**src/rtl/stepper_quadrant_drive.sv**
```systemverilog
// Full-step unipolar stepper driver that walks the rotor one quadrant at a time
// toward the requested quadrant, settling after each quadrant before re-deciding.
module stepper_quadrant_drive #(
  parameter int STEPS_PER_QUARTER = 50,
  parameter int STEP_DIV          = 50000,
  parameter int CNT_W             = 16
) (
  input  logic       clk,
  input  logic       rst,
  input  logic [1:0] desiredPosition,
  output logic [1:0] physicalPosition,
  output logic [3:0] coil,
  output logic       busy,
  output logic       dirCw,
  output logic       arrive
);

  typedef enum logic [1:0] {IDLE, MOVE, SETTLE} state_t;

  localparam logic [CNT_W-1:0] DIV_LAST  = CNT_W'(STEP_DIV - 1);
  localparam logic [CNT_W-1:0] STEP_LAST = CNT_W'(STEPS_PER_QUARTER - 1);

  state_t           state_q;
  logic [1:0]       pos_q;
  logic [1:0]       phase_q;
  logic [3:0]       coil_q;
  logic             dir_q;
  logic             arrive_q;
  logic [CNT_W-1:0] div_q;
  logic [CNT_W-1:0] step_q;

  logic [1:0] diff;
  logic [1:0] phase_nx;

  // Shortest-path decision: a half-turn tie resolves clockwise.
  assign diff     = desiredPosition - pos_q;
  assign phase_nx = dir_q ? (phase_q + 2'd1) : (phase_q - 2'd1);

  always_ff @(posedge clk or posedge rst) begin
    if (rst) begin
      state_q  <= IDLE;
      pos_q    <= 2'd0;
      phase_q  <= 2'd0;
      coil_q   <= 4'b0001;
      dir_q    <= 1'b1;
      arrive_q <= 1'b0;
      div_q    <= '0;
      step_q   <= '0;
    end else begin
      arrive_q <= 1'b0;
      case (state_q)
        IDLE: begin
          if (diff != 2'd0) begin
            state_q <= MOVE;
            dir_q   <= (diff != 2'd3);
            div_q   <= '0;
            step_q  <= '0;
          end
        end
        MOVE: begin
          if (div_q == DIV_LAST) begin
            div_q   <= '0;
            phase_q <= phase_nx;
            coil_q  <= 4'b0001 << phase_nx;
            if (step_q == STEP_LAST) begin
              step_q  <= '0;
              pos_q   <= dir_q ? (pos_q + 2'd1) : (pos_q - 2'd1);
              state_q <= SETTLE;
            end else begin
              step_q <= step_q + 1'b1;
            end
          end else begin
            div_q <= div_q + 1'b1;
          end
        end
        SETTLE: begin
          if (div_q == DIV_LAST) begin
            div_q  <= '0;
            step_q <= '0;
            if (diff != 2'd0) begin
              state_q <= MOVE;
              dir_q   <= (diff != 2'd3);
            end else begin
              state_q  <= IDLE;
              arrive_q <= 1'b1;
            end
          end else begin
            div_q <= div_q + 1'b1;
          end
        end
        default: state_q <= IDLE;
      endcase
    end
  end

  assign physicalPosition = pos_q;
  assign coil             = coil_q;
  assign dirCw            = dir_q;
  assign arrive           = arrive_q;
  assign busy             = (state_q != IDLE);

endmodule

```
**config.mk**
```make
export PLATFORM = sky130hd
export DESIGN_NAME = stepper_quadrant_drive
export DESIGN_NICKNAME = d
export VERILOG_FILES = /design/src/rtl/stepper_quadrant_drive.sv
export SDC_FILE = /design/constraint.sdc
export NUM_CORES = 1
export LEC_CHECK = 0
export ABC_AREA = 1
export BUFFER_PORTS_ARGS = -buffer_cell sky130_fd_sc_hd__buf_2
export CAP_MARGIN = 15
export CORE_MARGIN = 2
export CORE_UTILIZATION = 47
export CTS_BUF_LIST = sky130_fd_sc_hd__clkbuf_4 sky130_fd_sc_hd__clkbuf_8 sky130_fd_sc_hd__clkbuf_16
export DETAILED_ROUTE_END_ITERATION = 10
export GPL_TIMING_DRIVEN = 0
export PLACE_DENSITY = 0.62
export SLEW_MARGIN = 20
export SYNTH_ARGS = -nofsm -noshare
export SYNTH_HDL_FRONTEND = slang
export SYNTH_SLANG_ARGS = --single-unit
```
**constraint.sdc**
```tcl
create_clock -name clk -period 1.9 [get_ports clk]
set_input_delay 0 -clock clk [delete_from_list [all_inputs] [get_ports clk]]
set_output_delay 0 -clock clk [all_outputs]
set_load 0.005 [all_outputs]
```
# After elaboration in Yosys (flattened, before gate mapping)
# Cells that the tools add are included.
[word_totals]
regBits = 44
out_inout_bits = 9
input_bits = 4
wordCells = 59
[op_classes]
addsub = 7
n_reduce_logical = 13
shift = 1
eq_ne = 9
n_mux = 21
[ops]
columns = ["cell", "n"]
rows = [
  ["2-to-1 mux 16 bit", 5],
  ["case mux 16 bit (3 select lines)", 1],
  ["adder 16 x 1 -> 16 bit, second input constant", 2],
  ["case mux 16 bit (2 select lines)", 1],
  ["== test 16 bit, second input constant", 1],
  ["== test 16 x 6 -> 1 bit, second input constant", 1],
  ["2-to-1 mux 2 bit", 6],
  ["inequality test 2 bit, second input constant", 5],
  ["AND reduction 4 bit", 2],
  ["nonzero test 2 bit", 4],
  ["2-to-1 mux 1 bit", 6],
  ["case mux 2 bit (3 select lines)", 1],
  ["AND reduction 2 bit", 3],
  ["adder 2 x 1 -> 2 bit, second input constant", 2],
  ["<< shifter 1 x 2 -> 4 bit, first input constant", 1],
  ["subtractor 2 x 1 -> 2 bit, second input constant", 2],
  ["AND reduction 3 bit", 1],
  ["nonzero test 3 bit", 1],
  ["== test 2 x 1 -> 1 bit, second input constant", 1],
  ["== test 2 bit, second input constant", 1],
  ["logical NOT 2 bit", 1],
  ["case mux 1 bit (2 select lines)", 1],
  ["OR reduction 2 bit", 1],
  ["subtractor 2 bit", 1],
]

# Logic depth before layout (Yosys ltp)
[logic_depth]
word_depth = 5
mapped_depth = 13
ltp_nobuf = 12

# Least setup slack after synthesis
# No wires, ideal clock.
[synth_path]
kind = "reg2reg"
start = "reg pos_q[0], in the netlist physicalPosition[0]"
end = "reg step_q[3]"
synth_period_minus_slack_ps = 1644
arrival_time_ps = 1528
setup_ps = 116
path_stages_with_launch = 13
t_required_ps = 1784
path_slack_ps = 256
n_path_buf = 1
cell_sequence = "dfrtp_1 -> ha_1 -> inv_1 -> nand2_1 -> nand2_1 -> nand2_1 -> nand2_1 -> nand2_1 -> nor2_2 -> nor2_8 -> buf_12 -> nand2_2 -> nand2_1"
[synth_between]
elab_chain_cells = 4
[synth_rtl]
columns = ["element", "line_no", "source"]
rows = [
  ["start, declared", "24", "logic [1:0] pos_q;"],
  ["start signal, assigned", "67", "pos_q <= dir_q ? (pos_q + 2'd1) : (pos_q - 2'd1);"],
  ["subtractor 2 bit", "36", "assign diff = desiredPosition - pos_q;"],
  ["nonzero test 2 bit", "53", "if (diff != 2'd0) begin"],
  ["inequality test 2 bit (no line)", "--", ""],
  ["AND reduction 4 bit (no line)", "--", ""],
  ["end signal, assigned", "70", "step_q <= step_q + 1'b1;"],
  ["end, declared", "30", "logic [CNT_W-1:0] step_q;"],
]
# Every way passes these cells.
# A chain may end at the register's enable or synchronous reset.

# Final worst setup path
[layout_path]
start = "reg pos_q[0], in the netlist physicalPosition[0]"
end = "reg div_q[8]"
[layout_between]
elab_chain_cells = 4
[layout_rtl]
columns = ["element", "line_no", "source"]
rows = [
  ["subtractor 2 bit", "36", ""],
  ["nonzero test 2 bit", "53", ""],
  ["inequality test 2 bit (no line)", "--", ""],
  ["AND reduction 2 bit (no line)", "--", ""],
  ["end signal, assigned", "73", "div_q <= div_q + 1'b1;"],
  ["end signal, assigned", "88", "div_q <= div_q + 1'b1;"],
  ["end, declared", "29", "logic [CNT_W-1:0] div_q;"],
]
# Every way passes these cells.

==> flow_summary.yaml <==
clock_tree:
  cts.sinks: 44
  cts-root-buf: "clkbuf_8"
  clockBufferDepth: 2
  cts_buffers: 5
  cts-htree-levels: 2
  clk_latency_ns: 0.31
  tritoncts: "done"
  cts.clk_slew.worst_paths_ns: 0.08
pwr:
  power.leakage_uw: 0.00167
  p_total_uw: 3280
  power_density_nw_per_um2: 968
  vdd_drop_max_mv: 0.620
floorplan:
  core_area_um2: 6310
  start_util: 0.485
  dieArea_um2: 7170
  die_w_um: 84.7
  io_pins: 13
  rows: 29
  die_h_um: 84.7
sta:
  hold_viol: 0
  max_freq_mhz: 573
  relSlewSlack: 0.688
  fin_crit_ns: 1.74
  setup_viol: 0
  finalMaxSlewViolations: 0
  clock-skew-final_ns: 0.0126
  tightest_slew_ns: 0.468
  fin_crit_sh: 0.918
route:
  antenna_left: 0
  dr.pass1.iters: 4
  viasPerCell: 4.95
  dr_total_vias: 2673
  wl_per_cell_um: 11.9
  finalWirelength_mm: 6.44
  drt_iter0_markers: 163
  drc: 0
synthesis:
  yosys.area.top_type: "dfrtp_1"
  synth_area_leaders: "dfrtp_1, nand2_1, nor2_1, ha_1, inv_1"
  synth-edff-count: 0
  synth_area_per_cell_um2: 6.97
  ys_async_sr_fraction: 1.00
  synth_flop_cell: "dfrtp_1"
  synth_fp_nets: 456
  synth_area_um2: 3060
  synth_cell_type_count: 34
  syn-instance-count: 439
  yosysWarnings: 0
  synth.top_cell.area_share: 0.344
  synth.ff_latch_count: 44
  seq_area_frac_synth: 0.361
cells_and_area:
  multiInputGateArea_um2: 1760
  final_nets: 479
  drive_gt1_frac: 0.145
  mostFrequentLayoutCells: "nand2_1, nor2_1, dfrtp_1"
  area_growth_pct: 10.6
  final_common_cell: "nand2_1"
  finish.utilization: 0.536
  n_fill_cell: 680
  antenna_cells: 0
  seq_area_um2: 1100
global_route:
  overflow: 0
  grt_max_degree: 33
  antenna_found_initial: 0
  grt_usage: 0.198
  grt_pass1_vias: 2400
  grt_pass1_wl_mm: 11.5
outcome:
  status: "completed"
worst_hold_path:
  hp-class: "primary input to asynchronous set/reset pin"
worst_setup_path:
  path_max_fanout: 10
  cp.arrival_ns: 1.97
  required_ns: 2.13
  crit_type: "register to register"
  crit_path_end_kind: "register"
  start_kind: "register"
flow_run:
  maxCapViolCount: 0
placed_design:
  gp_congestion: 0.886
  io_buffers: 12
  hpwl_mm: 4.74
==> sequential cells by signal, summed over array words and instances (netlist names) <==
register and cells:
step_q 16, state_q 2, physicalPosition 2, dirCw 1
arrive 1, coil 4, phase_q 2, div_q 16
==> power by group <==
part	internal (µW)	switching, µW	total, µW
combinational	518	989	1510
clock	310	338	648
sequential	1020	97.1	1120
==> kinds of logic (layout without fill, tap and decap cells) <==
kind of cell	Yosys count	in the layout	share of synthesized area
and+or+nand+nor	295	295	0.434
adders and majority gates	13	13	0.0532
xor gates and xnor gates	11	11	0.0315
AOI/OAI and AO/OA	27	27	0.0515
DFF	44	44	0.361
buffers and inverters	49	73	0.0695
==> synth_stat cells (2+ instances only) <==
| library cell | n |
|---|---|
| inv_2 | 2 |
| nand3_2 | 2 |
| nand2_1 | 163 |
| nor2_2 | 3 |
| nand3b_1 | 2 |
| nand2_4 | 2 |
| nand4_1 | 10 |
| clkbuf_1 | 2 |
| o21ai_0 | 7 |
| nand3_1 | 28 |
| nor2_1 | 60 |
| dfstp_2 | 2 |
| or2_2 | 4 |
| a21o_1 | 2 |
| nand2_2 | 13 |
| buf_2 | 3 |
| dfrtp_1 | 42 |
| o21bai_1 | 6 |
| o21ai_1 | 11 |
| xor2_1 | 7 |
| xnor2_1 | 4 |
| nor2_4 | 3 |
| inv_1 | 38 |
| ha_1 | 13 |
==> layout make-up <==
cell class,instances,area share
Sequential cell,44,0.327
Timing Repair Buffer,17,0.0333
Tap cell,77,0.0285
Multi-Input combinational cell,346,0.519
Clock buffer,7,0.0266
Clock inverter,1,0.00222
Inverter,42,0.0477
Buffer,6,0.0163
==> per-stage QoR <==
step / area (µm²) / hold slack, ns / setup slack, ns / setup TNS (ns) / instances
2_1_floorplan: 3060 / 0.267 / 0.256 / 0 / 439
3_3_place_gp: 3220 / 0.394 / 0.0655 / 0 / 528
3_5_place_dp: 3240 / -0.0209 / -0.00251 / -0.00251 / 529
4_1_cts: 3350 / 0.202 / 0.0424 / 0 / 538
5_1_grt: 3380 / 0.225 / -0.0127 / -0.0439 / 540
6_report: 3380 / 0.189 / 0.156 / 0 / 540
==> final timing paths <==
check	start	to	slack, ns	depth (start not counted)
min in group clk	desiredPosition[1]	dirCw	0.21	6
setup reg to reg	physicalPosition[0]	div_q[8]	0.16	11
hold / removal	rst	div_q[10]	0.19	3
hold reg to reg	coil[0]	coil[0]	0.49	2
setup / recovery	physicalPosition[0]	div_q[8]	0.16	11
max in group asynchronous	rst	coil[0]	1.17	4
==> worst max-delay path, stage by stage (launching register included) <==
cell     delay, ns
dfrtp_1       0.44
ha_1          0.21
inv_1         0.05
nand2_1       0.05
nand2_1       0.06
nand2_1       0.04
nand2_1       0.11
nand3_2       0.19
nand2_4       0.16
buf_4         0.19
nand2_1       0.06
o21ai_1       0.09
==> what timing repair did <==
item / CTS / global route
setup buffers: 0 / 3
pin swaps: 0 / 2
gates cloned: 0 / 0
gates resized for setup: 2 / 7
endpoints found under the setup margin: 2 / 27
hold buffers: 1 / 0
endpoints found under the hold margin: 42 / 0
==> routing by layer <==
metal,vias up,share of wire,track usage,wire (µm)
met3,9,0.038,0.0374,245
li1,1411,-,-,-
met1,1209,0.53,0.303,3400
met5,-,0,0,0
met2,44,0.42,0.283,2700
met4,0,0.014,0.0563,90
No activity file was read; power rests on OpenSTA's default activity.
